### src/rtl/uart_pkg.sv
// Shared UART receive-path types: the queued entry format and the parity-sense constants.
package uart_pkg;

    typedef logic [7:0] uart_byte_t;

    typedef struct packed {
        uart_byte_t data;
        logic       perr;
    } uart_rx_entry_t;

    localparam bit UART_PARITY_EVEN = 1'b0;
    localparam bit UART_PARITY_ODD  = 1'b1;

    // True when the byte plus its received parity bit does not match the expected sense.
    function automatic logic parity_error(input uart_byte_t data, input logic parity, input bit odd);
        return (^{data, parity}) != odd;
    endfunction

endpackage

### src/rtl/uart_sync_fifo.sv
// Generic single-clock FIFO with show-ahead read data, occupancy count and full/empty flags.
module uart_sync_fifo #(
    parameter int WIDTH = 9,
    parameter int DEPTH = 8
) (
    input  logic                     clk,
    input  logic                     reset,
    input  logic                     push,
    input  logic                     pop,
    input  logic [WIDTH-1:0]         wr_data,
    output logic [WIDTH-1:0]         rd_data,
    output logic [$clog2(DEPTH):0]   count,
    output logic                     full,
    output logic                     empty
);

    localparam int AW = $clog2(DEPTH);
    localparam int CW = AW + 1;

    logic [WIDTH-1:0] mem [DEPTH];
    logic [AW-1:0]    wr_ptr;
    logic [AW-1:0]    rd_ptr;
    logic             do_push;
    logic             do_pop;

    // A push into a full queue is only legal when the head leaves in the same cycle.
    assign do_pop  = pop && !empty;
    assign do_push = push && (!full || do_pop);

    assign full    = (count == CW'(DEPTH));
    assign empty   = (count == '0);
    assign rd_data = mem[rd_ptr];

    // NOTE: the storage array has no reset; only pointers and count define what is valid,
    // so leaving it unreset keeps it a plain RAM without a reset fan-out.
    always_ff @(posedge clk) begin
        if (!reset && do_push) begin
            mem[wr_ptr] <= wr_data;
        end
    end

    // NOTE: sequential state uses non-blocking assignments so every register samples
    // pre-edge values regardless of statement order.
    always_ff @(posedge clk) begin
        if (reset) begin
            wr_ptr <= '0;
            rd_ptr <= '0;
            count  <= '0;
        end else begin
            if (do_push) begin
                wr_ptr <= wr_ptr + AW'(1);
            end
            if (do_pop) begin
                rd_ptr <= rd_ptr + AW'(1);
            end
            case ({do_push, do_pop})
                2'b10:   count <= count + CW'(1);
                2'b01:   count <= count - CW'(1);
                default: count <= count;
            endcase
        end
    end

endmodule

### src/rtl/uart_rx_buffer.sv
// UART receive buffer: parity-checks each completed frame, queues {byte, perr} and
// hands entries to the consumer over valid/ready, flagging frames lost to a full queue.
module uart_rx_buffer
    import uart_pkg::*;
#(
    parameter int DEPTH      = 8,
    parameter bit PARITY_ODD = UART_PARITY_EVEN
) (
    input  logic                   clk,
    input  logic                   reset,
    input  logic [7:0]             rx_data,
    input  logic                   rx_parity,
    input  logic                   rx_valid,
    output logic [7:0]             out_data,
    output logic                   out_perr,
    output logic                   out_valid,
    input  logic                   out_ready,
    output logic [$clog2(DEPTH):0] count,
    output logic                   overrun,
    input  logic                   overrun_clr
);

    uart_rx_entry_t in_entry;
    uart_rx_entry_t head_entry;
    logic           fifo_full;
    logic           fifo_empty;
    logic           push;
    logic           pop;
    logic           drop;

    assign in_entry.data = rx_data;
    assign in_entry.perr = parity_error(rx_data, rx_parity, PARITY_ODD);

    assign out_valid = !fifo_empty;
    assign pop       = out_valid && out_ready;
    assign push      = rx_valid && (!fifo_full || pop);
    assign drop      = rx_valid && fifo_full && !pop;

    uart_sync_fifo #(
        .WIDTH ($bits(uart_rx_entry_t)),
        .DEPTH (DEPTH)
    ) u_fifo (
        .clk     (clk),
        .reset   (reset),
        .push    (push),
        .pop     (pop),
        .wr_data (in_entry),
        .rd_data (head_entry),
        .count   (count),
        .full    (fifo_full),
        .empty   (fifo_empty)
    );

    // NOTE: every output of this block gets a default first, so no path can leave
    // one unassigned and infer a latch.
    always_comb begin
        out_data = '0;
        out_perr = 1'b0;
        if (!fifo_empty) begin
            out_data = head_entry.data;
            out_perr = head_entry.perr;
        end
    end

    // A dropped frame wins over a clear in the same cycle so no loss goes unreported.
    always_ff @(posedge clk) begin
        if (reset) begin
            overrun <= 1'b0;
        end else if (drop) begin
            overrun <= 1'b1;
        end else if (overrun_clr) begin
            overrun <= 1'b0;
        end
    end

endmodule

### config.mk
export PLATFORM = sky130hd
export DESIGN_NAME = uart_rx_buffer
export DESIGN_NICKNAME = d
export VERILOG_FILES = /design/src/rtl/uart_pkg.sv /design/src/rtl/uart_sync_fifo.sv /design/src/rtl/uart_rx_buffer.sv
export SDC_FILE = /design/constraint.sdc
export NUM_CORES = 1
export LEC_CHECK = 0
export CAP_MARGIN = 20
export CELL_PAD_IN_SITES_DETAIL_PLACEMENT = 0
export CELL_PAD_IN_SITES_GLOBAL_PLACEMENT = 2
export CORE_UTILIZATION = 40
export CTS_CLUSTER_DIAMETER = 80
export DETAILED_ROUTE_END_ITERATION = 7
export PLACE_DENSITY_LB_ADDON = 0.1
export SYNTH_ARGS = -nofsm -noshare
export SYNTH_HDL_FRONTEND = slang
export SYNTH_SLANG_ARGS = --single-unit
### constraint.sdc
create_clock -name clk -period 3.9 [get_ports clk]
set_input_delay 0.975 -clock clk [delete_from_list [all_inputs] [get_ports clk]]
set_output_delay 0.975 -clock clk [all_outputs]
set_load 0.005 [all_outputs]
# Word-level counts from Yosys, hierarchy flattened
# Memories as Yosys holds them, arrays and structs flattened. A register that Yosys moved wholly into a read port is not among the register bits.
# Cells that the tools add are included.
totals:
  inputBits: 14
  wordCells: 38
  ff_bits: 11
  memories: 1
  ram_bits: 72
op_classes:
  add_sub_neg: 4
  n_mux: 9
  n_reduce_logical: 17
  n_eq_ne: 3
mem_list:
  columns: ["name", "words", "word_bits", "read_ports", "rd_ports_with_merged_regs", "wr", "line", "rtl"]
  rows:
  - ["u_fifo.mem", 8, 9, 1, 1, 1, "uart_sync_fifo.sv:20", "logic [WIDTH-1:0] mem [DEPTH];"]
op_table:
  columns: ["op", "n"]
  rows:
  - ["9-bit parity", 1]
  - ["8-bit 2-to-1 mux", 1]
  - ["4-bit case mux with 2 select lines", 1]
  - ["1-bit logical AND", 7]
  - ["3-bit by 1-bit adder with 3-bit output, second input constant", 2]
  - ["3-bit 2-to-1 mux", 2]
  - ["1-bit 2-to-1 mux", 5]
  - ["4-bit by 1-bit adder with 4-bit output, second input constant", 1]
  - ["4-bit equality test, second input constant", 1]
  - ["1-bit zero test", 4]
  - ["4-bit zero test", 1]
  - ["2-bit nonzero test", 2]
  - ["4-bit by 1-bit subtractor with 4-bit output, second input constant", 1]
  - ["2-bit by 1-bit equality test with 1-bit output, second input constant", 1]
  - ["2-bit equality test, second input constant", 1]
  - ["1-bit logical OR", 2]

# Logic depth before layout (Yosys ltp)
# Gate-level depths: netlist of the first run.
depth:
  ltp_word: 9
  ltp_mapped: 13
  mapped_depth_nobuf: 11

# By module
# From an unflattened synthesis of the first run, not the netlist that was laid out.
unflattened:
  hier_cells: 215
  hier_area_um2: 3697.3
by_module_without_submodules:
  columns: ["module", "area_per_inst_um2", "seq_area_each_um2", "cells_per_inst", "n_inst"]
  rows:
  - ["uart_sync_fifo", 3497.1, 2422.3, 190, 1]
  - ["uart_rx_buffer", 200.2, 20.0, 25, 1]

# Worst setup path after synthesis of the first run
# No wires, ideal clock.
synth_path:
  path_kind: "input port to flip-flop"
  start: "in out_ready"
  end: "mem u_fifo.mem[2][0], enable pin"
  slack_ns: 0.909
  path_stages: 4
  t_arrival_ns: 2.588
  setup_ns: 0.403
  path_cell_list: "nand2b_1 -> o21ai_1 -> or2_1 -> nor4b_1"
synth_via:
  elab_chain_cells: 7
  word_cells_on_any_way: 9
  cone_classes: "2 x mux; 7 x reduce/logical"
synth_lines:
  columns: ["item", "line", "rtl"]
  rows:
  - ["start: declaration", "uart_rx_buffer.sv:17", "input logic out_ready,"]
  - ["1-bit logical AND (*)", "uart_rx_buffer.sv:35", "assign pop = out_valid && out_ready;"]
  - ["1-bit logical OR or 1-bit logical AND (tied branches)", "uart_rx_buffer.sv:36, uart_sync_fifo.sv:27", null]
  - ["1-bit logical AND or 1-bit logical OR (tied branches)", "uart_rx_buffer.sv:36, uart_sync_fifo.sv:28", null]
  - ["1-bit logical AND (*)", "uart_sync_fifo.sv:28", "assign do_push = push && (!full || do_pop);"]
  - ["1-bit logical AND (*)", "uart_sync_fifo.sv:37", "if (!reset && do_push) begin"]
  - ["1-bit 2-to-1 mux (*)", "uart_sync_fifo.sv:37", null]
  - ["1-bit 2-to-1 mux (implied by the code) (*)", "uart_sync_fifo.sv:38", "mem[wr_ptr] <= wr_data;"]
  - ["end: declaration", "uart_sync_fifo.sv:20", null]
# Every way passes the cells marked *; elsewhere a longest branch is shown, timed or not.

==> results.toml, run 1 <==
[sta]
tightest_slew_ns = 0.720
timing.hold.ws_ns = 0.504
min_period_over_period_pct = 82.4
tns_ns = 0
slew_headroom_pct = 51.9
rsz0062_at_grt = "false"
fin_skew_ns = 0.0125
slew_viol_final = 0
fmax_mhz = 311
fin_crit_ns = 3.21
finalHoldViolCount = 0
setup_violations = 0
worst_slack_ns = 0.685

[detailed_routing]
via_per_inst = 5.16
routed.top_layer = "met3"
vias = 1828
route.met2.wl_um = 3730
drc = 0
antenna_left = 0
wirelength_um = 6850
firstDrtPassIters = 4
drt-wirelength-per-cell_um = 19.4
drtIter0Drc = 76
wl_met1_um = 2880
met3_length_um = 244

[global_routing]
grt_max_degree = 20
grt_first_pass_wirelength_um = 10400
grt_pass1_vias = 1881
antenna_found_initial = 0
grt_usage_pct = 16.4
grt-ovfl-total = 0

[cts]
post_cts_buffers = 0
cts_sinks = 86
clk_pin_slew_ns = 0.09
post_cts_resized = 0
clk_latency_ns = 0.35
tritoncts = "yes"
htreeDepth = 3
cts-root-buf = "clkbuf_8"
cts_buffers = 9
cts_buffer_depth = 2
hold_buffers = 0

[synthesis]
yosys.area.top_type = "edfxtp_1"
synth-async-reset-ratio_pct = 0
ys_ff_latch = 86
synth_nets = 220
yosysSeqAreaShare_pct = 68.9
syn-instance-count = 201
avgSynthCellArea_sq_um = 17.6
synth_top_flop_cell = "edfxtp_1"
ys_top_cells_by_area = "edfxtp_1 61%, mux4_2 11%, dfxtp_1 7.9%, mux2i_1 3.4%, nor2_1 2.3%"
netlist_area_sq_um = 3550
synth_top_area_share_pct = 61.0
ys_warn_count = 0
ys_types = 35
synth-edff-count = 72

[worst_setup_path]
crit_path_end_kind = "output port"
r2r_cells = 11
crit_arrival_ns = 2.24
cp-start-kind = "flop"
timing.rr.start = "u_fifo.count[1]"
crit_type = "flop to output port"
cp.required_ns = 2.92
cp-endpoint = "out_data[0]"
reg2reg_slack_ns = 1.10
r2r_end = "u_fifo.count[2]"
crit_path_max_fanout = 18

[finish]
drive_above_1_share_pct = 21.7
nNetsFinal = 263
seq_area_sq_um = 2440
multi_input_area_sq_um = 1060
diodes = 0
n_fill_cell = 710
syn_to_final_growth_pct = 19.1

[placed_design]
dp_hpwl_um = 4490
post-place-ws_ns = 0.535
place_congestion = 0.781
numPortBuffers = 28

[pwr]
ir_drop_uv = 343
cellLeakagePower_nw = 1.36
power_density_nw_per_um2 = 599

[min_path]
min_path_type = "flop to flop"

[job]
drv_cap = 0

[floorplan]
die_h_um = 96.2
die_area_sq_um = 9240
io_pins = 29
fp.coreArea_sq_um = 8380
die_w_um = 96.2
rows = 33
start_util_pct = 42.3

[run_status]
status = "finished, final reports clean"
[kinds of logic (layout without fill, tap and decap cells)]
group | count (synthesis) | count (layout) | share of synthesized area [%]
AND/OR/NAND/NOR | 43 | 43 | 6.88
buffers and inverters | 11 | 59 | 1.87
adder cells (fa/ha/maj) | 5 | 5 | 1.76
AO/OA/AOI/OAI | 11 | 11 | 1.80
flip-flops | 86 | 86 | 68.9
XOR/XNOR | 14 | 14 | 3.67
multiplexers | 31 | 31 | 15.1
[cell type report]
type | count | area share, %
Clock inverter | 7 | 1.72
Tap cell | 105 | 3.11
Sequential cell | 86 | 57.8
Clock buffer | 9 | 2.93
Inverter | 1 | 0.148
Multi-Input combinational cell | 104 | 25.1
Timing Repair Buffer | 42 | 9.12
[stage by stage]
stage	area (sq um)	instances	power, mW	utilization (%)
CTS	4220	354	2.57	50.4
floorplan	3550	201	1.65	-
finish	4220	354	2.53	50.4
global route	4220	354	2.67	50.4
detailed placement	4030	338	1.95	48.1
global placement	4030	338	1.93	48.1
[how the worst min path moves through the flow]
| stage | start | to | slack, ns | cells after the start |
|---|---|---|---|---|
| floorplan | u_fifo.wr_ptr[0] | u_fifo.wr_ptr[0] | 0.46 | 2 |
| global placement | u_fifo.wr_ptr[0] | u_fifo.wr_ptr[0] | 0.48 | 2 |
| detailed placement | u_fifo.wr_ptr[0] | u_fifo.wr_ptr[0] | 0.49 | 2 |
| CTS | u_fifo.wr_ptr[0] | u_fifo.wr_ptr[0] | 0.51 | 2 |
| global route | u_fifo.wr_ptr[0] | u_fifo.wr_ptr[0] | 0.52 | 2 |
| finish | u_fifo.wr_ptr[0] | u_fifo.wr_ptr[0] | 0.50 | 2 |
[per-layer routing]
metal | vias up | track usage (%)
met5 | - | 0
met4 | 0 | 7.09
met3 | 0 | 2.92
met2 | 40 | 28.4
met1 | 919 | 20.1
li1 | 869 | -
[sequential cells by signal, summed over array words and instances (netlist names), named ones only]
name / cells
u_fifo.rd_ptr: 3
u_fifo.wr_ptr: 3
u_fifo.mem: 72
overrun: 1
u_fifo.count: 4
[power breakdown]
part           switching, mW  internal (mW)
registers             0.0510           1.06
clock network          0.321          0.297
logic                  0.366          0.439
total                  0.739           1.79
[cell usage in the layout (no fill, tap or decap), drive strengths merged, types with 3 or more instances in the layout]
master         count
edfxtp            72
clkdlybuf4s50     28
nor2              23
mux4              18
dfxtp             14
buf               14
mux2i             12
clkbuf             9
xor2               7
xnor2              7
a21oi              6
ha                 5
nor4b              4
clkinv             3
[critical path, cell delays in order, from the launching register on]
cell	delay, ns
dfxtp_1	0.32
buf_4	0.34
mux4_2	0.56
mux2i_1	0.14
nor2_1	0.07
clkdlybuf4s50_1	0.45
[synthesized netlist by cell type, drive strengths merged (2+ instances only)]
cell    instances
edfxtp         72
nor2           23
mux4           18
dfxtp          14
mux2i          12
buf             7
xnor2           7
xor2            7
a21oi           6
ha              5
nor4b           4
clkbuf          3
nand2b          2
nand3b          2
nor2b           2
nor4            2
o211ai          2
o21ai           2
or3             2
Note: power is estimated with default switching activity, not from simulation.
==> run 2: changes to the inputs <==
==> constraint.sdc (replaced) <==
create_clock -name clk -period 3.3 [get_ports clk]
set_input_delay 0.825 -clock clk [delete_from_list [all_inputs] [get_ports clk]]
set_output_delay 0.825 -clock clk [all_outputs]
set_load 0.005 [all_outputs]
==> results.toml, run 2 (same netlist as run 1, synthesis figures left out) <==
[run_status]
status = "finished, final reports clean"

[global_routing]
grt_max_degree = 20
grt_usage_pct = 16.6
grt_pass1_vias = 1948
antenna_found_initial = 0
grt_first_pass_wirelength_um = 10700
grt-ovfl-total = 0

[detailed_routing]
vias = 1875
wirelength_um = 6900
drtIter0Drc = 104
firstDrtPassIters = 6
via_per_inst = 5.34
antenna_left = 0
drt-wirelength-per-cell_um = 19.6
drc = 0

[sta]
worst_slack_ns = 0.231
slew_viol_final = 0
tns_ns = 0
fmax_mhz = 326
timing.hold.ws_ns = 0.512
tightest_slew_ns = 0.973
slew_headroom_pct = 34.9
fin_crit_ns = 3.07
fin_skew_ns = 0.00499
finalHoldViolCount = 0
min_period_over_period_pct = 93.0
setup_violations = 0
rsz0062_at_grt = "false"

[pwr]
ir_drop_uv = 479
power_density_nw_per_um2 = 695
cellLeakagePower_nw = 1.33

[placed_design]
numPortBuffers = 28
placed_area_sq_um = 4010
place_congestion = 0.752
dp_hpwl_um = 4470
post-place-ws_ns = 0.0784

[cts]
cts_sinks = 86
clk_latency_ns = 0.35
cts_buffer_depth = 2
post_cts_resized = 0
hold_buffers = 0
htreeDepth = 3
post_cts_buffers = 0
cts-root-buf = "clkbuf_8"
cts_buffers = 9
tritoncts = "yes"
clk_pin_slew_ns = 0.08

[floorplan]
fp.coreArea_sq_um = 8380
start_util_pct = 42.3
die_area_sq_um = 9240
die_h_um = 96.2
rows = 33
die_w_um = 96.2
io_pins = 29

[job]
drv_cap = 0

[finish]
final_common_cell = "edfxtp_1"
diodes = 0
reg_top3 = "u_fifo.mem (72), u_fifo.count (4)"
nNetsFinal = 260
syn_to_final_growth_pct = 17.6
final_cell_mix = "72 x edfxtp_1, 28 x clkdlybuf4s50_1, 22 x nor2_1"
stdcell_area_sq_um = 4170
largest-register = "u_fifo.mem"
drive_above_1_share_pct = 20.7
largest_reg_flops = 72

[worst_setup_path]
cp-start-kind = "flop"
crit_path_end_kind = "output port"
crit_path_max_fanout = 18
cp.required_ns = 2.47
crit_type = "flop to output port"
crit_arrival_ns = 2.24

[min_path]
min_path_type = "flop to flop"
run 2: cell type report:
type,count,area [sq um]
Timing Repair Buffer,39,363
Inverter,1,6.26
Sequential cell,86,2440
Multi-Input combinational cell,104,1060
Tap cell,105,131
Clock buffer,10,128
Clock inverter,6,37.5
Fill cell,712,4210
run 2: final timing paths:
path	from	end	slack (ns)	depth (start not counted)
setup / recovery	flop	out_data[0]	0.23	5
hold / removal	u_fifo.wr_ptr[0]	u_fifo.wr_ptr[0]	0.51	2
setup reg to reg	u_fifo.count[1]	u_fifo.count[2]	0.48	11
hold reg to reg	u_fifo.wr_ptr[0]	u_fifo.wr_ptr[0]	0.51	2
run 2: critical path: stages, from the launching register on:
cell	delay [ns]
dfxtp_1	0.32
buf_4	0.34
mux4_2	0.55
mux2i_1	0.17
nor2_1	0.06
clkdlybuf4s50_1	0.45
run 2: where the power goes:
part	internal, mW	switching (mW)
Sequential	1.25	0.0603
Clock	0.271	0.370
Combinational	0.516	0.431
run 2: per-layer routing:
metal  share of wire (%)  global-route usage (%)  wire length, um
met2                  53                    28.8             3660
met1                  42                    20.4             2930
met5                   0                       0                0
met3                 2.7                    2.92              186
met4                 1.7                    7.09              117
run 2: metrics by stage:
stage          util, %  total power [mW]  instances
2_1_floorplan        -              1.95        201
3_3_place_gp      47.8              2.28        335
3_5_place_dp      47.8              2.31        335
4_1_cts           49.8              2.94        351
5_1_grt           49.8              3.07        351
6_report          49.8              2.90        351
==> run 3: changes to the inputs <==
--- a/config.mk
+++ b/config.mk
@@ -10,6 +10,7 @@
 export CELL_PAD_IN_SITES_GLOBAL_PLACEMENT = 2
 export CORE_UTILIZATION = 40
 export CTS_CLUSTER_DIAMETER = 80
+export CTS_CLUSTER_SIZE = 10
 export DETAILED_ROUTE_END_ITERATION = 7
 export PLACE_DENSITY_LB_ADDON = 0.1
 export SYNTH_ARGS = -nofsm -noshare
==> results of run 3 <==
Final layout, timing and power as in run 2 (identical DEF).
